### src/rtl/pin_attempt_if.sv
// pin_attempt_if: keypad, checker and status signals of the PIN attempt controller
`timescale 1ns/1ps
interface pin_attempt_if;
  logic [1:0] key_digit;
  logic       key_submit;
  logic [1:0] chk_digit;
  logic       chk_submit;
  logic       chk_reset;
  logic       chk_correct;
  logic       chk_incorrect;
  logic       unlocked;
  logic       locked_out;
  logic [2:0] fail_count;
  logic       timeout_err;
  logic       busy;
  modport slave (
    input  key_digit, key_submit, chk_correct, chk_incorrect,
    output chk_digit, chk_submit, chk_reset, unlocked, locked_out, fail_count, timeout_err, busy
  );
  modport master (
    output key_digit, key_submit, chk_correct, chk_incorrect,
    input  chk_digit, chk_submit, chk_reset, unlocked, locked_out, fail_count, timeout_err, busy
  );
endinterface

### src/rtl/pin_attempt_ctrl.sv
// pin_attempt_ctrl: paces keypad digits into the PIN checker, collects results, counts failures and enforces lockout
`timescale 1ns/1ps
module pin_attempt_ctrl #(
  parameter int MAX_TRIES      = 3,
  parameter int LOCK_CYCLES    = 64,
  parameter int GRANT_CYCLES   = 16,
  parameter int RESULT_TIMEOUT = 32,
  parameter int DIGIT_GAP      = 3
) (
  input logic          clk,
  input logic          reset,
  pin_attempt_if.slave bus
);
  typedef enum logic [2:0] {IDLE, ARM, ENTRY, WAIT, GRANT, FAIL, LOCK} state_t;
  state_t      state_q, state_d;
  logic [15:0] timer_q, timer_d;
  logic [7:0]  gap_q, gap_d;
  logic [2:0]  cnt_q, cnt_d, fail_q, fail_d, fail_inc;
  logic [1:0]  digit_q, digit_d;
  logic        submit_q, submit_d, creset_q, creset_d, tout_q, tout_d, busy_q, busy_d, accept;
  assign accept   = state_q == ENTRY && bus.key_submit && gap_q == 8'd0 && cnt_q < 3'd4;
  assign fail_inc = fail_q == 3'd7 ? 3'd7 : fail_q + 3'd1;
  always_comb begin
    state_d  = state_q;
    timer_d  = timer_q + 16'd1;
    gap_d    = gap_q != 8'd0 ? gap_q - 8'd1 : gap_q;
    cnt_d    = cnt_q;
    fail_d   = fail_q;
    digit_d  = digit_q;
    submit_d = 1'b0;
    creset_d = 1'b0;
    tout_d   = 1'b0;
    case (state_q)
      ARM: begin
        creset_d = 1'b1;
        cnt_d    = 3'd0;
        gap_d    = 8'd0;
        state_d  = ENTRY;
      end
      ENTRY: begin
        submit_d = accept;
        digit_d  = accept ? bus.key_digit : digit_q;
        gap_d    = accept ? 8'(DIGIT_GAP) : gap_d;
        cnt_d    = accept ? cnt_q + 3'd1 : cnt_q;
        state_d  = cnt_q == 3'd4 ? WAIT : ENTRY;
        timer_d  = 16'd0;
      end
      WAIT: begin
        // correct takes priority over incorrect when both levels are present
        if (bus.chk_correct) begin
          state_d = GRANT;
          timer_d = 16'd0;
          fail_d  = 3'd0;
        end else if (bus.chk_incorrect || timer_q == 16'(RESULT_TIMEOUT - 1)) begin
          state_d = FAIL;
          fail_d  = fail_inc;
          tout_d  = !bus.chk_incorrect;
        end
      end
      GRANT: state_d = timer_q == 16'(GRANT_CYCLES - 1) ? ARM : GRANT;
      FAIL: begin
        state_d = fail_q >= 3'(MAX_TRIES) ? LOCK : ARM;
        timer_d = 16'd0;
      end
      LOCK: begin
        state_d = timer_q == 16'(LOCK_CYCLES - 1) ? ARM : LOCK;
        fail_d  = timer_q == 16'(LOCK_CYCLES - 1) ? 3'd0 : fail_q;
      end
      default: state_d = ARM;
    endcase
    busy_d = !(state_d == IDLE || state_d == ENTRY);
  end
  always_ff @(posedge clk or negedge reset) begin
    if (!reset) begin
      state_q  <= ARM;
      timer_q  <= '0;
      gap_q    <= '0;
      cnt_q    <= '0;
      fail_q   <= '0;
      digit_q  <= '0;
      submit_q <= 1'b0;
      creset_q <= 1'b0;
      tout_q   <= 1'b0;
      busy_q   <= 1'b0;
    end else begin
      state_q  <= state_d;
      timer_q  <= timer_d;
      gap_q    <= gap_d;
      cnt_q    <= cnt_d;
      fail_q   <= fail_d;
      digit_q  <= digit_d;
      submit_q <= submit_d;
      creset_q <= creset_d;
      tout_q   <= tout_d;
      busy_q   <= busy_d;
    end
  end
  assign bus.chk_digit   = digit_q;
  assign bus.chk_submit  = submit_q;
  assign bus.chk_reset   = creset_q;
  assign bus.timeout_err = tout_q;
  assign bus.fail_count  = fail_q;
  assign bus.busy        = busy_q;
  assign bus.unlocked    = state_q == GRANT;
  assign bus.locked_out  = state_q == LOCK;
endmodule
### src/flat_wrapper.sv
// flat-port wrapper written by rule: the top's interface ports become plain ports
module pin_attempt_ctrl_flat 
#(
  parameter int MAX_TRIES      = 3,
  parameter int LOCK_CYCLES    = 64,
  parameter int GRANT_CYCLES   = 16,
  parameter int RESULT_TIMEOUT = 32,
  parameter int DIGIT_GAP      = 3
)
  (clk, reset, bus_key_digit, bus_key_submit, bus_chk_correct, bus_chk_incorrect, bus_chk_digit, bus_chk_submit, bus_chk_reset, bus_unlocked, bus_locked_out, bus_fail_count, bus_timeout_err, bus_busy);
  pin_attempt_if bus_i ();
  input logic clk;
  input logic reset;
  input wire logic [$bits(bus_i.key_digit)-1:0] bus_key_digit;
  input wire logic [$bits(bus_i.key_submit)-1:0] bus_key_submit;
  input wire logic [$bits(bus_i.chk_correct)-1:0] bus_chk_correct;
  input wire logic [$bits(bus_i.chk_incorrect)-1:0] bus_chk_incorrect;
  output wire logic [$bits(bus_i.chk_digit)-1:0] bus_chk_digit;
  output wire logic [$bits(bus_i.chk_submit)-1:0] bus_chk_submit;
  output wire logic [$bits(bus_i.chk_reset)-1:0] bus_chk_reset;
  output wire logic [$bits(bus_i.unlocked)-1:0] bus_unlocked;
  output wire logic [$bits(bus_i.locked_out)-1:0] bus_locked_out;
  output wire logic [$bits(bus_i.fail_count)-1:0] bus_fail_count;
  output wire logic [$bits(bus_i.timeout_err)-1:0] bus_timeout_err;
  output wire logic [$bits(bus_i.busy)-1:0] bus_busy;
  assign bus_i.key_digit = bus_key_digit;
  assign bus_i.key_submit = bus_key_submit;
  assign bus_i.chk_correct = bus_chk_correct;
  assign bus_i.chk_incorrect = bus_chk_incorrect;
  assign bus_chk_digit = bus_i.chk_digit;
  assign bus_chk_submit = bus_i.chk_submit;
  assign bus_chk_reset = bus_i.chk_reset;
  assign bus_unlocked = bus_i.unlocked;
  assign bus_locked_out = bus_i.locked_out;
  assign bus_fail_count = bus_i.fail_count;
  assign bus_timeout_err = bus_i.timeout_err;
  assign bus_busy = bus_i.busy;
  pin_attempt_ctrl #(.MAX_TRIES(MAX_TRIES), .LOCK_CYCLES(LOCK_CYCLES), .GRANT_CYCLES(GRANT_CYCLES), .RESULT_TIMEOUT(RESULT_TIMEOUT), .DIGIT_GAP(DIGIT_GAP)) u_core (.clk(clk), .reset(reset), .bus(bus_i));
endmodule
### config.mk
export PLATFORM = sky130hd
export DESIGN_NAME = pin_attempt_ctrl_flat
export DESIGN_NICKNAME = d
export VERILOG_FILES = /design/src/rtl/pin_attempt_if.sv /design/src/rtl/pin_attempt_ctrl.sv /design/src/flat_wrapper.sv
export SDC_FILE = /design/constraint.sdc
export NUM_CORES = 1
export LEC_CHECK = 0
export CAP_MARGIN = 20
export CORE_ASPECT_RATIO = 2
export CORE_MARGIN = 1.5
export CORE_UTILIZATION = 60
export DETAILED_ROUTE_END_ITERATION = 16
export DONT_BUFFER_PORTS = 1
export GPL_ROUTABILITY_DRIVEN = 0
export GPL_TIMING_DRIVEN = 0
export PLACE_DENSITY = 0.76
export SLEW_MARGIN = 40
export SYNTH_ARGS = -nofsm -noshare
export SYNTH_HDL_FRONTEND = slang
export SYNTH_SLANG_ARGS = --single-unit
### constraint.sdc
create_clock -name clk -period 3.47 [get_ports clk]
set_clock_uncertainty 0.1 [all_clocks]
set_input_delay 0.5205 -clock clk [delete_from_list [all_inputs] [get_ports clk]]
set_output_delay 0.5205 -clock clk [all_outputs]
set_load 0.02 [all_outputs]
==> flow_summary_export.csv, run 1 <==
group,metric,value,unit
clocking,tritoncts,"yes",
floorplan,top_level_ports,18,
timing,setup_viol,0,
drt,vias_per_cell,6.36,
synthesis,yosys-top-cells-count,"38 x dfrtp_1, 24 x nor2_1, 15 x nand2_1, 13 x nand3_1, 12 x inv_1",
floorplan,start_util,0.621,
floorplan,core_area,3340,sq um
synthesis,ys_async_sr_fraction,1.00,
synthesis,synth.distinct_cells,43,
clocking,htree_num_levels,2,
synthesis,synth_edf_count,0,
final_layout,antenna_cells,0,
worst_setup_path,crit_path_max_fanout,10,
synthesis,post_synth.cell_area_avg,9.79,sq um
worst_setup_path,cp_data_required_time,2.85,ns
grt,overflow,0,
floorplan,die_area,3840,sq um
worst_setup_path,critPathLaunchType,"flip-flop",
timing,relSlewSlack,0.459,
clocking,clkTransAtPathRegs,0.07,ns
place,dp_hpwl,3.22,mm
clocking,clk_latency,0.29,ns
drt,drt_pass1_iterations,10,
drt,drt_iter0_drc,54,
timing,fin_crit,2.50,ns
place,dp_slack,1.20,ns
synthesis,synth.net_count,225,
drt,vias,1616,
timing,worst_slew_pin_slew,0.804,ns
timing,slew_violations,0,
power_and_ir_drop,powerDensity,357,nW/um^2
worst_setup_path,crit_type,"flip-flop to output pin",
timing,rsz0062_at_grt,"no",
grt,grt_pass1_vias,1648,
grt,antenna_found_initial,0,
worst_setup_path,r2r_setup_slack,1.15,ns
drt,avgRoutedWirePerCell,17.4,um
drt,ant_nets,0,
place,place_inst,244,
timing,setup_tns,0,ns
floorplan,rows,30,
synthesis,yosys_most_used_dff,"dfrtp_1",
clocking,clockBufferDepth,2,
clocking,cts.repair.resized,0,
power_and_ir_drop,combPwrFrac,0.017,
synthesis,synth_top_area_share,0.458,
synthesis,synthesis.instances,212,
synthesis,synth_area_leaders,"dfrtp_1 46%, nor2_1 4.3%, xnor2_1 3.8%",
min_path,min_path_type,"input port to flip-flop",
final_layout,multi_input_area,1020,sq um
floorplan,die_w,44.6,um
timing,period_share,0.719,
grt,grt_pass1_wl,7.33,mm
status,violations,"DRC",
synthesis,synth-seq-area-share,0.471,
clocking,clock_sinks,39,
power_and_ir_drop,swShare,0.202,
timing,fin_ws,0.974,ns
drt,drt_wl_total,4.41,mm
power_and_ir_drop,leakage,1.07,nW
synthesis,yosys.area.top_type,"dfrtp_1",
power_and_ir_drop,power_frac_seq,0.567,
grt,grt_max_degree,40,
power_and_ir_drop,ir_drop,0.287,mV
worst_setup_path,cp-end-kind,"output pin",
final_layout,instances_no_fill,254,
timing,timing.fmax,401,MHz
synthesis,syn-cell-area,2070,sq um
flow_run,drv_cap,0,
drt,drc_errors,1,
final_layout,nFillCells,277,
worst_setup_path,cp.arrival,1.88,ns
clocking,numCtsBuffers,5,
floorplan,fp.dieH,86.2,um
clocking,clockRootBuffer,"clkbuf_8",
final_layout,syn2layout_area_growth,8.20,%
status,outcome,"finished with violations",
final_layout,drive_gt1_frac,0.0856,
timing,hold_viol,0,
timing,whs,0.269,ns
synthesis,yosysMostFrequentCell,"dfrtp_1",
final_layout,regArea,977,sq um
grt,grtUsageTotal,0.260,
power_and_ir_drop,clock_power_share,0.416,
synthesis,ys_ff_latch,39,
final_layout,final_area,2240,sq um
place,numPortBuffers,0,
final_layout,nets,234,
clocking,post-cts-setup-buffers,0,
power_and_ir_drop,p_int,0.000639,W
synthesis,synth_warnings,0,
power_and_ir_drop,power.switching,0.000162,W
place,placed_area,2110,sq um
## power groups by stage
stage / combinational, W / sequential [W] / clock, W
global route: 0.0000161 / 0.000454 / 0.000357
global placement: 0.00000195 / 0.000463 / 0
CTS: 0.0000146 / 0.000454 / 0.000339
detailed placement: 0.00000196 / 0.000463 / 0
floorplan: 0.00000140 / 0.000463 / 0
finish: 0.0000140 / 0.000454 / 0.000333
## final cells by class
type | count | area share
plain buffers | 9 | 0.0156
well taps | 32 | 0.0178
repair buffers | 2 | 0.0134
flip-flops and latches | 39 | 0.435
multi-input cells | 152 | 0.453
clock buffers | 8 | 0.0446
inverters | 12 | 0.0201
## per-stage QoR
step	total power [W]	util
final	0.000801	0.672
after global routing	0.000827	0.672
after CTS	0.000808	0.672
after detailed placement	0.000465	0.633
after global placement	0.000465	0.633
after floorplan	0.000465	-
## logic make-up (layout without fill, tap and decap cells)
logic type,after synthesis,in the layout,synth area share
XOR/XNOR,17,17,0.0718
AO/OA/AOI/OAI,27,27,0.0826
adder cells (fa/ha/maj),6,6,0.0362
multiplexers,6,6,0.0338
buffers and inverters,21,31,0.0386
flip-flops,39,39,0.471
AND/OR/NAND/NOR,96,96,0.266
## worst paths after layout
kind                                    from                  endpoint  cells after the start
setup / recovery           u_core.state_q[0]            bus_locked_out                      4
hold / removal              bus_key_digit[0]   u_core.bus.chk_digit[0]                      1
setup reg to reg           u_core.timer_q[0]  u_core.bus.fail_count[0]                      6
hold reg to reg            u_core.timer_q[0]         u_core.timer_q[0]                      1
max in group asynchronous              reset         u_core.state_q[0]                      2
min in group asynchronous              reset     u_core.bus.chk_submit                      2
## metal layers
| metal | global-route usage | up-vias | wire, um | share of wire |
|---|---|---|---|---|
| met5 | 0 | - | 0 | 0 |
| met2 | 0.478 | 34 | 2560 | 0.58 |
| li1 | - | 767 | - | - |
| met4 | 0.154 | 0 | 163 | 0.037 |
| met1 | 0.252 | 798 | 1580 | 0.36 |
| met3 | 0.0421 | 17 | 107 | 0.024 |
## repair_timing
item	4_1_cts	5_1_grt
endpoints found under the setup margin	0	0
hold buffers	2	0
endpoints found under the hold margin	39	0
## critical path, cell delays in order (launching register included)
cell and delay, ns:
dfstp_2 0.53, clkbuf_1 0.31, nand2b_1 0.23, or2_0 0.28
inv_1 0.23
## cell usage in the layout (no fill, tap or decap), drive strengths merged, types with 3 or more instances in the layout
cell / Yosys / routed
inv: 12 / 12
nor4: 5 / 5
a21oi: 7 / 7
and4: 3 / 3
nand3: 13 / 13
nand2: 15 / 15
mux2i: 4 / 4
xor2: 8 / 8
xnor2: 9 / 9
or3: 7 / 7
clkbuf: 8 / 16
ha: 6 / 6
dfrtp: 38 / 38
nand4: 9 / 9
nor2: 24 / 24
or2: 3 / 3
o21ai: 9 / 9
## state kept, by name, indices dropped and copies added (netlist names)
| signal | count |
|---|---|
| u_core.cnt_q | 3 |
| u_core.bus.busy | 1 |
| u_core.state_q | 3 |
| u_core.bus.chk_submit | 1 |
| u_core.bus.fail_count | 3 |
| u_core.gap_q | 8 |
| u_core.bus.chk_reset | 1 |
| u_core.bus.chk_digit | 2 |
| u_core.timer_q | 16 |
| u_core.bus.timeout_err | 1 |
Power figures use the tool's default switching activity.
==> inputs of run 2 (changes only) <==
clock period = 2.3 ns   (was 3.47 ns; I/O delays follow)
==> run 2 against run 1 <==
The run still ends with DRC left. Clock power increased by 51%. Power increased by 51%. Hold slack got worse by 0.17 ns. Die area unchanged. Non-clock buffer count decreased by 2. Global-route usage about the same. Critical path type is now flip-flop to flip-flop. Largest power group unchanged.
==> flow_summary_export.csv, run 2 (synthesized netlist as in run 1, its figures left out) <==
group,metric,value,unit
status,outcome,"finished with violations",
status,violations,"DRC",
final_layout,final_cell_mix,"38 x dfrtp_1, 24 x nor2_1, 15 x nand2_1",
min_path,whs_path_depth,1,
power_and_ir_drop,leakage,1.07,nW
worst_setup_path,cp-end-kind,"flip-flop",
power_and_ir_drop,swShare,0.202,
power_and_ir_drop,powerDensity,538,nW/um^2
final_layout,final_util,0.672,
drt,avgRoutedWirePerCell,17.2,um
min_path,min_path_type,"input port to flip-flop",
place,dp_slack,0.0277,ns
floorplan,die_w,44.6,um
worst_setup_path,r2r_setup_slack,0.10,ns
clocking,tritoncts,"yes",
clocking,clk_latency,0.29,ns
timing,setup_tns,0,ns
min_path,hold-path-endpoint,"u_core.bus.chk_digit[0]",
drt,vias_per_cell,6.32,
worst_setup_path,worstReg2RegStart,"u_core.gap_q[2]",
min_path,min-delay-start,"bus_key_digit[0]",
worst_setup_path,cp_data_required_time,2.38,ns
grt,grt_max_degree,40,
timing,rsz0062_at_grt,"no",
grt,antenna_found_initial,0,
drt,drt_wl_total,4.33,mm
worst_setup_path,rr_endpoint,"u_core.bus.chk_digit[1]",
power_and_ir_drop,combPwrFrac,0.018,
power_and_ir_drop,p_int,0.000965,W
final_layout,nFillCells,276,
timing,relSlewSlack,0.459,
clocking,clockBufferDepth,2,
timing,fin_ws,0.104,ns
floorplan,die_area,3840,sq um
clocking,numCtsBuffers,5,
floorplan,start_util,0.621,
worst_setup_path,rr_worst_depth,4,
place,numPortBuffers,0,
power_and_ir_drop,power_frac_seq,0.567,
timing,period_share,0.955,
power_and_ir_drop,power.switching,0.000244,W
timing,slew_violations,0,
worst_setup_path,critPathLaunchType,"flip-flop",
place,dp_hpwl,3.22,mm
grt,overflow,0,
worst_setup_path,crit_type,"flip-flop to flip-flop",
clocking,htree_num_levels,2,
clocking,clockRootBuffer,"clkbuf_8",
drt,drc_errors,1,
clocking,clock_sinks,39,
timing,hold_viol,0,
final_layout,syn2layout_area_growth,8.26,%
power_and_ir_drop,clock_power_share,0.415,
grt,grtUsageTotal,0.261,
final_layout,final_area,2250,sq um
flow_run,drv_cap,0,
floorplan,top_level_ports,18,
timing,setup_viol,0,
floorplan,core_area,3340,sq um
drt,drt_pass1_iterations,10,
clocking,clkTransAtPathRegs,0.07,ns
floorplan,rows,30,
final_layout,top_register,"u_core.timer_q",
drt,drt_iter0_drc,60,
worst_setup_path,crit_path_max_fanout,8,
drt,ant_nets,0,
power_and_ir_drop,total_power,0.00121,W
worst_setup_path,cp.arrival,2.28,ns
power_and_ir_drop,ir_drop,0.434,mV
grt,grt_pass1_vias,1652,
place,placed_area,2110,sq um
timing,timing.fmax,455,MHz
final_layout,final_common_cell,"dfrtp_1",
floorplan,fp.dieH,86.2,um
grt,grt_pass1_wl,7.34,mm
drt,vias,1593,
final_layout,nets,232,
timing,fin_crit,2.20,ns
final_layout,top_regs,"u_core.timer_q: 16 flops, u_core.gap_q: 8 flops",
final_layout,drive_gt1_frac,0.0955,
final_layout,largest_reg_flops,16,
timing,worst_slew_pin_slew,0.804,ns
final_layout,antenna_cells,0,
-- run 2: cell count changes in the layout (fill, tap and decap cells not counted) --
cell	change
nor3b_2	+1
clkbuf_1	-3
buf_4	+1
nor3b_1	-1
-- run 2: metal layers --
metal	GRT usage	routed length [um]
met1	0.253	1540
met5	0	0
met4	0.160	133
met3	0.0421	87
met2	0.476	2570
-- run 2: worst max path at each step --
| stage | slack [ns] | to | from | depth (start not counted) |
|---|---|---|---|---|
| 6_report | 0.10 | u_core.bus.chk_digit[1] | u_core.gap_q[2] | 4 |
| 5_1_grt | 0.03 | u_core.bus.chk_digit[1] | u_core.gap_q[2] | 4 |
| 4_1_cts | 0.002 | bus_locked_out | u_core.state_q[0] | 4 |
| 3_5_place_dp | 0.03 | u_core.bus.fail_count[0] | u_core.timer_q[0] | 6 |
| 3_3_place_gp | 0.07 | u_core.bus.fail_count[1] | u_core.state_q[0] | 6 |
| 2_1_floorplan | 0.23 | u_core.bus.chk_digit[0] | u_core.gap_q[2] | 4 |
-- run 2: power by group through the flow --
| stage | combinational [W] | clock (W) | sequential (W) |
|---|---|---|---|
| 6_report | 0.0000213 | 0.000502 | 0.000686 |
| 5_1_grt | 0.0000243 | 0.000539 | 0.000685 |
| 3_3_place_gp | 0.00000294 | 0 | 0.000699 |
| 4_1_cts | 0.0000220 | 0.000511 | 0.000685 |
| 3_5_place_dp | 0.00000295 | 0 | 0.000699 |
| 2_1_floorplan | 0.00000212 | 0 | 0.000699 |
-- run 2: cell type report --
| type | count | area (sq um) | area share |
|---|---|---|---|
| Sequential cell | 39 | 977 | 0.435 |
| Buffer | 6 | 23.8 | 0.0106 |
| Timing Repair Buffer | 3 | 37.5 | 0.0167 |
| Clock buffer | 8 | 100 | 0.0446 |
| Inverter | 12 | 45.0 | 0.0201 |
| Tap cell | 32 | 40.0 | 0.0178 |
| Multi-Input combinational cell | 152 | 1020 | 0.455 |
-- run 2: repair_timing --
item	in CTS	in global routing
setup endpoints to repair	1	13
hold buffers	2	0
pin swaps	0	1
gates resized for setup	1	0
setup buffers	0	1
hold endpoints to repair	39	0
-- run 2: stage by stage --
step           hold WS, ns  instances
2_1_floorplan      -0.0506        212
3_3_place_gp       -0.0499        244
3_5_place_dp       -0.0498        244
4_1_cts             0.0870        254
5_1_grt             0.0848        252
6_report            0.0954        252
-- run 2: worst max-delay path: stages, from the launching register on --
cell and delay (ns):
dfrtp_1 0.43, or4_4 0.57, nor4b_4 0.42, nand4_4 0.23, mux2_4 0.34
==> inputs of run 3 (changes only) <==
CTS_BUF_LIST = sky130_fd_sc_hd__clkbuf_4 sky130_fd_sc_hd__clkbuf_8   (was unset)
==> run 3 against run 2 <==
The run still ends with DRC left. Largest power group unchanged. Largest cell class unchanged. Combinational power fell by 2%. Worst setup slack got worse by 0.0023 ns. Critical path depth did not move. Global-route usage fell by 0.13 points. Wire length rose by 1.2%. Clock power rose by 2%. Die area did not move. Cell area rose by 0.17%. Maximum frequency fell by 0.10%. Flip-flop and latch count did not move.
==> flow_summary_export.csv, run 3 (synthesized netlist as in run 1, its figures left out) <==
group,metric,value,unit
status,outcome,"finished with violations",
status,violations,"DRC",
floorplan,rows,30,
floorplan,core_area,3340,sq um
grt,overflow,0,
place,placed_area,2110,sq um
final_layout,final_area,2250,sq um
worst_setup_path,rr_endpoint,"u_core.bus.fail_count[0]",
worst_setup_path,cpPeakStageDelay,0.74,ns
final_layout,final_common_cell,"dfrtp_1",
clocking,clockRootBuffer,"clkbuf_8",
grt,grt_max_degree,40,
worst_setup_path,cp-end-kind,"flip-flop",
place,dp_hpwl,3.22,mm
grt,grt_pass1_vias,1659,
timing,fin_crit,2.20,ns
final_layout,multi_input_area,1020,sq um
timing,hold_viol,0,
final_layout,nets,232,
floorplan,start_util,0.621,
floorplan,die_w,44.6,um
power_and_ir_drop,powerDensity,542,nW/um^2
power_and_ir_drop,total_power,0.00122,W
worst_setup_path,cp_slowest_cell,"nor4_1",
worst_setup_path,cp_num_cells,4,
clocking,clk_latency,0.29,ns
worst_setup_path,critPathLaunch,"u_core.timer_q[10]",
final_layout,final_util,0.673,
final_layout,final_cell_mix,"38 x dfrtp_1, 24 x nor2_1, 15 x nand2_1",
final_layout,nFillCells,272,
grt,grt_pass1_wl,7.33,mm
drt,drt_iter0_drc,40,
clocking,htree_num_levels,2,
floorplan,die_area,3840,sq um
worst_setup_path,path_cells,"nor4_1 > and4_1 > o211ai_1 > mux2i_1",
worst_setup_path,worstReg2RegStart,"u_core.timer_q[10]",
grt,antenna_found_initial,0,
worst_setup_path,path_delay_family,"simple AND/OR/NAND/NOR gates",
timing,setup_viol,0,
clocking,clkTransAtPathRegs,0.07,ns
worst_setup_path,r2r_setup_slack,0.10,ns
flow_run,drv_cap,0,
final_layout,instances_no_fill,252,
timing,period_share,0.956,
power_and_ir_drop,leakage,1.08,nW
final_layout,regArea,977,sq um
timing,slew_violations,0,
worst_setup_path,crit_buf_inv,0,
min_path,min_path_type,"input port to flip-flop",
clocking,numCtsBuffers,5,
worst_setup_path,cp_data_required_time,2.40,ns
drt,drt_pass1_iterations,11,
drt,vias_per_cell,6.35,
final_layout,top_regs,"u_core.timer_q: 16 flops, u_core.gap_q: 8 flops",
final_layout,antenna_cells,0,
timing,timing.fmax,455,MHz
drt,ant_nets,0,
floorplan,fp.dieH,86.2,um
place,place_inst,244,
worst_setup_path,crit_type,"flip-flop to flip-flop",
floorplan,top_level_ports,18,
final_layout,top_register,"u_core.timer_q",
clocking,clockBufferDepth,2,
drt,avgRoutedWirePerCell,17.4,um
clocking,clock_sinks,39,
worst_setup_path,crit_path_max_fanout,5,
drt,vias,1600,
drt,drc_errors,1,
clocking,tritoncts,"yes",
final_layout,largest_reg_flops,16,
timing,rsz0062_at_grt,"no",
worst_setup_path,cp.arrival,2.30,ns
timing,setup_tns,0,ns
timing,relSlewSlack,0.453,
worst_setup_path,rr_worst_depth,4,
place,numPortBuffers,0,
worst_setup_path,critPathLaunchType,"flip-flop",
worst_setup_path,critPathCapture,"u_core.bus.fail_count[0]",
final_layout,syn2layout_area_growth,8.44,%
timing,worst_slew_pin_slew,0.813,ns
drt,drt_wl_total,4.38,mm
grt,grtUsageTotal,0.260,
final_layout,drive_gt1_frac,0.100,
power_and_ir_drop,ir_drop,0.449,mV
run 3: cell counts in the layout (fill, tap and decap cells not counted):
Identical to the previous run, type by type.
run 3: through the flow:
stage	setup slack (ns)	hold slack [ns]
floorplan	0.234	-0.0506
global placement	0.0693	-0.0499
detailed placement	0.0277	-0.0498
CTS	0.00248	0.0872
global route	0.0331	0.0847
finish	0.101	0.0961
run 3: worst min path at each step:
stage	from	endpoint	slack, ns	cells past startpoint
6_report	bus_key_digit[0]	u_core.bus.chk_digit[0]	0.1	1
5_1_grt	bus_key_digit[0]	u_core.bus.chk_digit[0]	0.08	1
4_1_cts	bus_key_digit[0]	u_core.bus.chk_digit[0]	0.09	1
3_5_place_dp	reset	u_core.bus.chk_submit	-0.05	0
3_3_place_gp	reset	u_core.bus.chk_submit	-0.05	0
2_1_floorplan	reset	u_core.bus.busy	-0.05	0
run 3: area by class of cell:
cell class	count	area share
sequential	39	0.434
multi-input combinational	152	0.454
clock buffer	8	0.0462
tap	32	0.0178
timing repair buffer	3	0.0167
buffer	6	0.0106
inverter	12	0.0200
run 3: power by group:
group / internal [W] / total, W / switching [W]
clock network: 0.000285 / 0.000514 / 0.000228
registers: 0.000686 / 0.000686 / 0
logic: 0.00000569 / 0.0000209 / 0.0000152
run 3: worst register-to-register path, delay by kind of cell, from the launching register on:
kind               cells  cell delay [ns]
AOI/OAI and AO/OA      1             0.22
muxes                  1             0.25
and+or+nand+nor        2             1.11
DFF                    1             0.43
run 3: layer usage:
metal | part of all wire | up-vias | track usage
li1 | - | 761 | -
met4 | 0.035 | 0 | 0.160
met1 | 0.36 | 790 | 0.256
met3 | 0.025 | 15 | 0.0421
met2 | 0.58 | 34 | 0.469
met5 | 0 | - | 0
run 3: what timing repair did:
| item | CTS | global route |
|---|---|---|
| endpoints found under the setup margin | 1 | 12 |
| pin swaps | 0 | 1 |
| setup buffers | 0 | 1 |
| resized for setup | 1 | 0 |
| hold buffers | 2 | 0 |
| cloned | 0 | 0 |
| endpoints found under the hold margin | 39 | 0 |
